### src/rtl/puntaje_pkg.sv
// puntaje_pkg: shared constants and FSM state type for the score-update controller
package puntaje_pkg;
  localparam logic [2:0] PRESENTE_START = 3'd1;
  localparam logic [2:0] PRESENTE_PLAY  = 3'd2;
  localparam logic [2:0] PRESENTE_OVER  = 3'd4;
  localparam int W_PTS_DEF = 9;
  typedef enum logic [1:0] {IDLE, APPLY, WAIT} fsm_t;
endpackage

### src/rtl/rr_arbiter.sv
// rr_arbiter: combinational round-robin pick of the first request at or after ptr
//   req: request levels; ptr: highest-priority index
//   gnt: one-hot grant; idx: granted index; any: some request present
module rr_arbiter #(
  parameter int N_REQ = 4,
  localparam int IW = N_REQ > 1 ? $clog2(N_REQ) : 1
) (
  input  logic [N_REQ-1:0] req,
  input  logic [IW-1:0]    ptr,
  output logic [N_REQ-1:0] gnt,
  output logic [IW-1:0]    idx,
  output logic             any
);
  logic [IW-1:0] w_j;
  // walk offsets from farthest to nearest so the nearest request to ptr wins
  always_comb begin
    gnt = '0;
    idx = '0;
    any = 1'b0;
    w_j = '0;
    for (int k = N_REQ - 1; k >= 0; k--) begin
      w_j = IW'((int'(ptr) + k) % N_REQ);
      if (req[w_j]) begin
        gnt = '0;
        gnt[w_j] = 1'b1;
        idx = w_j;
        any = 1'b1;
      end
    end
  end
endmodule

### src/rtl/puntaje_ctrl.sv
// puntaje_ctrl: arbitrated saturating score updates with clear-on-start and session record
//   clk_puntaje/rst_n: clock, asynchronous active-low reset
//   presente: game FSM state; req/amt/sub: per-requester update requests
//   ack: one-hot completion pulse; puntos: score; record: best end-of-game score
//   sat: clipped-update pulse; busy: update in progress
module puntaje_ctrl
  import puntaje_pkg::*;
#(
  parameter int         N_REQ    = 4,
  parameter int         W_PTS    = W_PTS_DEF,
  parameter int         W_AMT    = 4,
  parameter logic [2:0] ST_START = PRESENTE_START,
  parameter logic [2:0] ST_PLAY  = PRESENTE_PLAY,
  parameter logic [2:0] ST_OVER  = PRESENTE_OVER
) (
  input  logic                   clk_puntaje,
  input  logic                   rst_n,
  input  logic [2:0]             presente,
  input  logic [N_REQ-1:0]       req,
  input  logic [N_REQ*W_AMT-1:0] amt,
  input  logic [N_REQ-1:0]       sub,
  output logic [N_REQ-1:0]       ack,
  output logic [W_PTS-1:0]       puntos,
  output logic [W_PTS-1:0]       record,
  output logic                   sat,
  output logic                   busy
);
  localparam int IW = N_REQ > 1 ? $clog2(N_REQ) : 1;
  fsm_t             r_state;
  logic [IW-1:0]    r_ptr, r_idx, w_idx;
  logic [N_REQ-1:0] r_gnt, w_gnt;
  logic [W_AMT-1:0] r_amt;
  logic             r_sub;
  logic [2:0]       r_prev;
  logic             w_any, w_clr, w_over, w_add_sat, w_sub_sat, w_clip;
  logic [W_PTS:0]   w_amt_x, w_sum;
  logic [W_PTS-1:0] w_new;

  rr_arbiter #(.N_REQ(N_REQ)) u_arb (
    .req(req),
    .ptr(r_ptr),
    .gnt(w_gnt),
    .idx(w_idx),
    .any(w_any)
  );

  // arithmetic one bit wider than the score so both overflow and underflow are visible
  assign w_amt_x   = (W_PTS + 1)'(r_amt);
  assign w_sum     = {1'b0, puntos} + w_amt_x;
  assign w_add_sat = w_sum[W_PTS];
  assign w_sub_sat = w_amt_x > {1'b0, puntos};
  assign w_new     = r_sub ? (w_sub_sat ? '0 : puntos - W_PTS'(r_amt))
                           : (w_add_sat ? '1 : w_sum[W_PTS-1:0]);
  assign w_clip    = r_sub ? w_sub_sat : w_add_sat;
  assign w_clr     = presente == ST_START && r_prev != ST_START;
  assign w_over    = presente == ST_OVER && r_prev != ST_OVER;

  always_ff @(posedge clk_puntaje or negedge rst_n) begin
    if (!rst_n) begin
      r_state <= IDLE;
      r_ptr   <= '0;
      r_idx   <= '0;
      r_gnt   <= '0;
      r_amt   <= '0;
      r_sub   <= 1'b0;
      r_prev  <= '0;
      puntos  <= '0;
      record  <= '0;
      ack     <= '0;
      sat     <= 1'b0;
      busy    <= 1'b0;
    end else begin
      r_prev <= presente;
      ack    <= '0;
      sat    <= 1'b0;
      if (w_over && puntos > record) record <= puntos;
      if (w_clr) puntos <= '0;
      case (r_state)
        IDLE: if (presente == ST_PLAY && w_any) begin
          r_idx   <= w_idx;
          r_gnt   <= w_gnt;
          r_amt   <= amt[int'(w_idx)*W_AMT +: W_AMT];
          r_sub   <= sub[w_idx];
          r_state <= APPLY;
          busy    <= 1'b1;
        end
        APPLY: begin
          // a clear on the same edge wins; the requester is still acknowledged
          if (!w_clr) begin
            puntos <= w_new;
            sat    <= w_clip;
          end
          ack     <= r_gnt;
          r_ptr   <= r_idx == IW'(N_REQ - 1) ? '0 : r_idx + 1'b1;
          r_state <= WAIT;
        end
        default: begin
          r_state <= IDLE;
          busy    <= 1'b0;
        end
      endcase
    end
  end
endmodule

### config.mk
export PLATFORM = sky130hd
export DESIGN_NAME = puntaje_ctrl
export DESIGN_NICKNAME = d
export VERILOG_FILES = /design/src/rtl/puntaje_pkg.sv /design/src/rtl/rr_arbiter.sv /design/src/rtl/puntaje_ctrl.sv
export SDC_FILE = /design/constraint.sdc
export NUM_CORES = 1
export LEC_CHECK = 0
export CAP_MARGIN = 0
export CORE_AREA = 2 2 92 94
export CTS_CLUSTER_SIZE = 12
export DETAILED_ROUTE_END_ITERATION = 6
export DIE_AREA = 0 0 94 96
export SYNTH_ARGS = -nofsm -noshare
export SYNTH_HDL_FRONTEND = slang
export SYNTH_SLANG_ARGS = --single-unit
### constraint.sdc
create_clock -name clk_puntaje -period 7 [get_ports clk_puntaje]
set_input_delay 1.05 -clock clk_puntaje [delete_from_list [all_inputs] [get_ports clk_puntaje]]
set_output_delay 1.05 -clock clk_puntaje [all_outputs]
set_load 0.03 [all_outputs]
After elaboration in Yosys (flattened, before gate mapping)
Index checks and enable logic that the tools add are counted.
W data, S select, Z words.
{"block": "classes", "add_sub_neg": 6, "order_cmp": 11, "n_eq_ne": 8, "shift": 1, "mux": 45, "bitwise_logic": 1, "n_reduce_logical": 11}
{"operator": "$mux W9", "count": 6}
{"operator": "$mux W4", "count": 5}
{"operator": "$mux W1", "count": 17}
{"operator": "$shiftx A16 B5 Y4", "count": 1}
{"operator": "$lt A2 B3 Y1 const B", "count": 5}
{"operator": "$mux W2", "count": 6}
{"operator": "$add A9 B4 Y10", "count": 1}
{"operator": "$bmux W1 S2", "count": 5}
{"operator": "$gt A4 B9 Y1", "count": 1}
{"operator": "$gt A9 B9 Y1", "count": 1}
{"operator": "$sub A9 B4 Y9", "count": 1}
{"operator": "$demux W1 S2", "count": 4}
{"operator": "$ge A2 B1 Y1 const B", "count": 4}
{"operator": "$logic_and A1 B1 Y1", "count": 8}
{"operator": "$add A2 B1 Y2 const B", "count": 2}
{"operator": "$add A2 B2 Y2 const B", "count": 2}
{"operator": "$pmux W2 S2", "count": 1}
{"operator": "$reduce_and A2 Y1", "count": 2}
{"operator": "$eq A3 B1 Y1 const B", "count": 1}
{"operator": "$eq A3 B2 Y1 const B", "count": 1}
{"operator": "$eq A3 B3 Y1 const B", "count": 1}
{"operator": "$ne A3 B1 Y1 const B", "count": 1}
{"operator": "$ne A3 B3 Y1 const B", "count": 1}
{"operator": "$eq A2 B1 Y1 const B", "count": 1}
{"operator": "5 further kinds", "count": 5}
{"block": "word_totals", "register_bits": 42, "in_bits": 29, "out_inout_bits": 24, "wordCells": 95}

Longest topological paths before layout
{"block": "logic_depth", "depth_word": 10, "mapped_depth": 10}

Cells and area by module
From an unflattened synthesis, not the netlist that was laid out.
{"block": "hier_totals", "cells_unflattened": 319, "area_unflattened_um2": 3086.7}
{"mod": "puntaje_ctrl", "n_inst": 1, "cells_each": 258, "area_per_inst_um2": 2577.5}
{"mod": "rr_arbiter", "n_inst": 1, "cells_each": 61, "area_per_inst_um2": 509.2}

Worst setup path before layout
OpenSTA, ideal clock, no wires.
{"block": "synth_timing", "path_type": "input-to-reg", "startpoint": "input port req[1]", "endpoint": "register r_amt[0]", "t_arrival_ps": 2728, "required_time_ps": 6905, "path_slack_ps": 4176, "cell_stages": 7, "n_path_buf": 1, "cell_sequence": "mux4_2 > nand2b_4 > a211o_1 > and2_4 > buf_6 > mux2_4 > o31ai_1"}
{"block": "synth_via", "elab_chain_len": 8, "elab_cells_between_ends": 19}
{"element": "start, declared", "line_no": "puntaje_ctrl.sv:19", "rtl": "input logic [N_REQ-1:0] req,"}
{"element": "parallel branches: the longest is 8 deep, another holds $shiftx A16 B5 Y4"}
{"element": "end signal, assigned", "line_no": "puntaje_ctrl.sv:82", "rtl": "r_amt <= amt[int'(w_idx)*W_AMT +: W_AMT];"}
{"element": "end, declared", "line_no": "puntaje_ctrl.sv:32", "rtl": "logic [W_AMT-1:0] r_amt;"}
Several ways; the timed one is not identified. The select of a mux whose other input is x is not followed.
A chain may end at the register's enable or synchronous reset.

Final worst setup path
{"block": "layout_timing", "startpoint": "input port req[0]", "endpoint": "register r_sub"}
{"block": "layout_via", "elab_chain_len": 8, "elab_cells_between_ends": 20}
{"element": "$bmux W1 S2", "line_no": "rr_arbiter.sv:23", "rtl": "if (req[w_j]) begin"}
{"element": "$mux W1 (not written as such)", "line_no": "rr_arbiter.sv:23"}
{"element": "$mux W2 or $mux W1 (tied branches) (4 in series)", "line_no": "rr_arbiter.sv:23"}
{"element": "$bmux W1 S2 or $logic_and A1 B1 Y1 (tied branches)", "line_no": "puntaje_ctrl.sv:83, puntaje_ctrl.sv:79"}
{"element": "$mux W1 (not written as such) or $reduce_and A2 Y1 (tied branches)"}
{"element": "end signal, assigned", "line_no": "puntaje_ctrl.sv:83", "rtl": "r_sub <= sub[w_idx];"}
{"element": "end, declared", "line_no": "puntaje_ctrl.sv:33", "rtl": "logic r_sub;"}
Several ways; a longest one is shown, not always the timed one. The select of a mux whose other input is x is not followed.

==> qor.yml <==
max_freq_ghz: 0.297
drive_above_1_share: 0.0773
crit_type: "input pin to flop"
m1WireLength_mm: 3.02
place_congestion: 0.851
routed_wl_mm: 6.73
post_cts_resized: 0
clk-insertion-delay-late_ns: 0.30
numCtsBuffers: 5
final.setup.tns_ns: 0
hold_class: "flop to flop"
postPlaceCellArea_um2: 3560
antenna_found_initial: 0
synth_edf_count: 0
drv_cap: 0
drc: 0
rsz0062_at_grt: "false"
postCtsSetupRepairBufs: 0
drtIter0Drc: 146
final_antenna_net_count: 0
synth_nets: 374
worst_ep_required_time_ns: 7.16
grt_use_total: 0.160
initial_core_util: 0.370
worstMarginPinSlew_ns: 1.09
slew_headroom: 0.270
fin_area_um2: 3670
yosysSeqAreaShare: 0.352
drtPass1Iterations: 5
synth_top_flop_cell: "dfrtp_1"
grt_pass1_wl_mm: 11.5
finalClockSkew_ns: 0.00749
core_um2: 8050
cp-start-kind: "input pin"
wl_met2_mm: 3.30
total_power_mw: 1.50
final_util: 0.455
cts_tree: "done"
p_per_area_nw_per_um2: 408
diodes: 0
hold_buffers: 0
status: "finished, final reports clean"
maxSlewViolCount: 0
final_nets: 418
crit_path_end_kind: "flop"
cpPeakStageDelay_ns: 0.61
setup_viol: 0
synth_area_per_cell_um2: 9.41
clkTransAtPathRegs_ns: 0.09
detailroute.via_count: 2513
routed.top_layer: "met4"
ir_drop_mv: 0.132
synth_area_leader_cell: "dfrtp_1"
post_synth_inst_count: 317
grt_max_degree: 43
clock-root-buffer: "clkbuf_8"
mostFrequentLayoutCells: "clkdlybuf4s50_1, dfrtp_1, inv_1"
fin_crit_ns: 3.36
htree_levels: 2
finalHoldViolCount: 0
crit_fanout: 24
ys_ff_latch: 42
synth.top_cell.area_share: 0.352
routedWlPerCell_um: 14.4
port_buffers: 52
yosysWarnings: 0
grt_pass1_vias: 2405
dieHeight_um: 96
reg2reg_depth: 8
dpl.cell_count: 459
areaGrowthSynthToFinish_pct: 22.9
p_leak_nw: 1.59
period_share: 0.480
wl_met3_um: 323
ys_top_cells_by_area: "dfrtp_1, ha_1, mux2i_1"
dieArea_um2: 9020
hpwl_mm: 5.12
row_count: 33
syn_area_um2: 2980
grt_overflow: 0
vias_per_cell: 5.38
cts_buffer_depth: 2
final_cells: 467
worstPathArrival_ns: 3.52
layout_commonest_cell: "clkdlybuf4s50_1"
cpMaxStageDelayCell: "mux4_2"
synthArstFlopShare: 1.00
cts_num_sinks: 42
ys_types: 53
io_pins: 53
hold_depth: 2
crit_path_cell_trace: "clkdlybuf4s50_1 > mux4_2 > nor4_1 > or3_1 > inv_1 > o211ai_1 > o311ai_0"
die_w_um: 94
-- per-stage QoR --
step	worst slack, ns	hold WS (ns)
floorplan	4.18	0.441
global placement	3.31	0.459
detailed placement	3.24	0.467
CTS	3.58	0.487
global route	3.43	0.512
finish	3.64	0.482
-- state kept, by name, indices dropped and copies added (netlist names) --
| signal | flops |
|---|---|
| puntos | 9 |
| r_amt | 4 |
| record | 9 |
| r_gnt | 4 |
| r_idx | 2 |
| busy | 1 |
| r_prev | 3 |
| r_sub | 1 |
| r_state | 2 |
| r_ptr | 2 |
| sat | 1 |
| ack | 4 |
-- synth_stat cells, types with 5 or more instances --
master	count
dfrtp_1	42
inv_1	31
ha_1	26
nand2_1	21
nor2_1	20
o21ai_0	19
a21oi_1	14
clkbuf_1	12
mux2i_1	12
a211oi_1	10
mux2_2	9
nor3_1	8
a221oi_1	7
and2_1	5
nand3_1	5
-- worst max-delay path: cells and delay by family --
family / cells / cell delay (ns)
AND/OR/NAND/NOR: 2 / 0.97
buffers and inverters: 2 / 0.63
multiplexers: 1 / 0.61
AO/OA/AOI/OAI: 2 / 0.25
-- per-layer routing --
| layer | vias to the layer above | track usage |
|---|---|---|
| met5 | - | 0 |
| met4 | 0 | 0.0435 |
| met3 | 7 | 0.0274 |
| met2 | 70 | 0.279 |
| met1 | 1191 | 0.204 |
| li1 | 1245 | - |
-- final cells by class --
| class | instances | area (um2) |
|---|---|---|
| fill | 798 | 4380 |
| multi-input combinational | 228 | 1740 |
| sequential | 42 | 1050 |
| timing repair buffer | 52 | 515 |
| tap | 105 | 131 |
| inverter | 32 | 120 |
| clock buffer | 6 | 72.6 |
| clock inverter | 2 | 37.5 |
-- power by group --
group | switching [mW] | internal, mW | total (mW)
clock network | 0.0905 | 0.107 | 0.197
logic | 0.494 | 0.384 | 0.878
registers | 0.114 | 0.309 | 0.423
-- worst paths after layout --
| check | startpoint | to | slack [ns] |
|---|---|---|---|
| setup / recovery | req[0] | r_sub$_DFFE_PN0P_ | 3.64 |
| hold / removal | r_gnt[1]$_DFFE_PN0P_ | r_gnt[1]$_DFFE_PN0P_ | 0.48 |
| setup reg to reg | r_ptr[0]$_DFFE_PN0N_ | r_sub$_DFFE_PN0P_ | 3.82 |
| hold reg to reg | r_gnt[1]$_DFFE_PN0P_ | r_gnt[1]$_DFFE_PN0P_ | 0.48 |
| max in group asynchronous | rst_n | r_state[0]$_DFFE_PN0P_ | 5.54 |
| min in group asynchronous | rst_n | puntos[3]$_DFF_PN0_ | 0.88 |
-- kinds of logic (layout without fill, tap and decap cells) --
family / Yosys count / after routing / synth area share
compound gates: 90 / 90 / 0.204
xor+xnor: 1 / 1 / 0.00294
fa+ha+maj: 28 / 28 / 0.122
buf+inv: 47 / 92 / 0.0646
flops: 42 / 42 / 0.352
mux: 27 / 27 / 0.116
simple gates: 82 / 82 / 0.138
No activity file was read; power rests on OpenSTA's default activity.
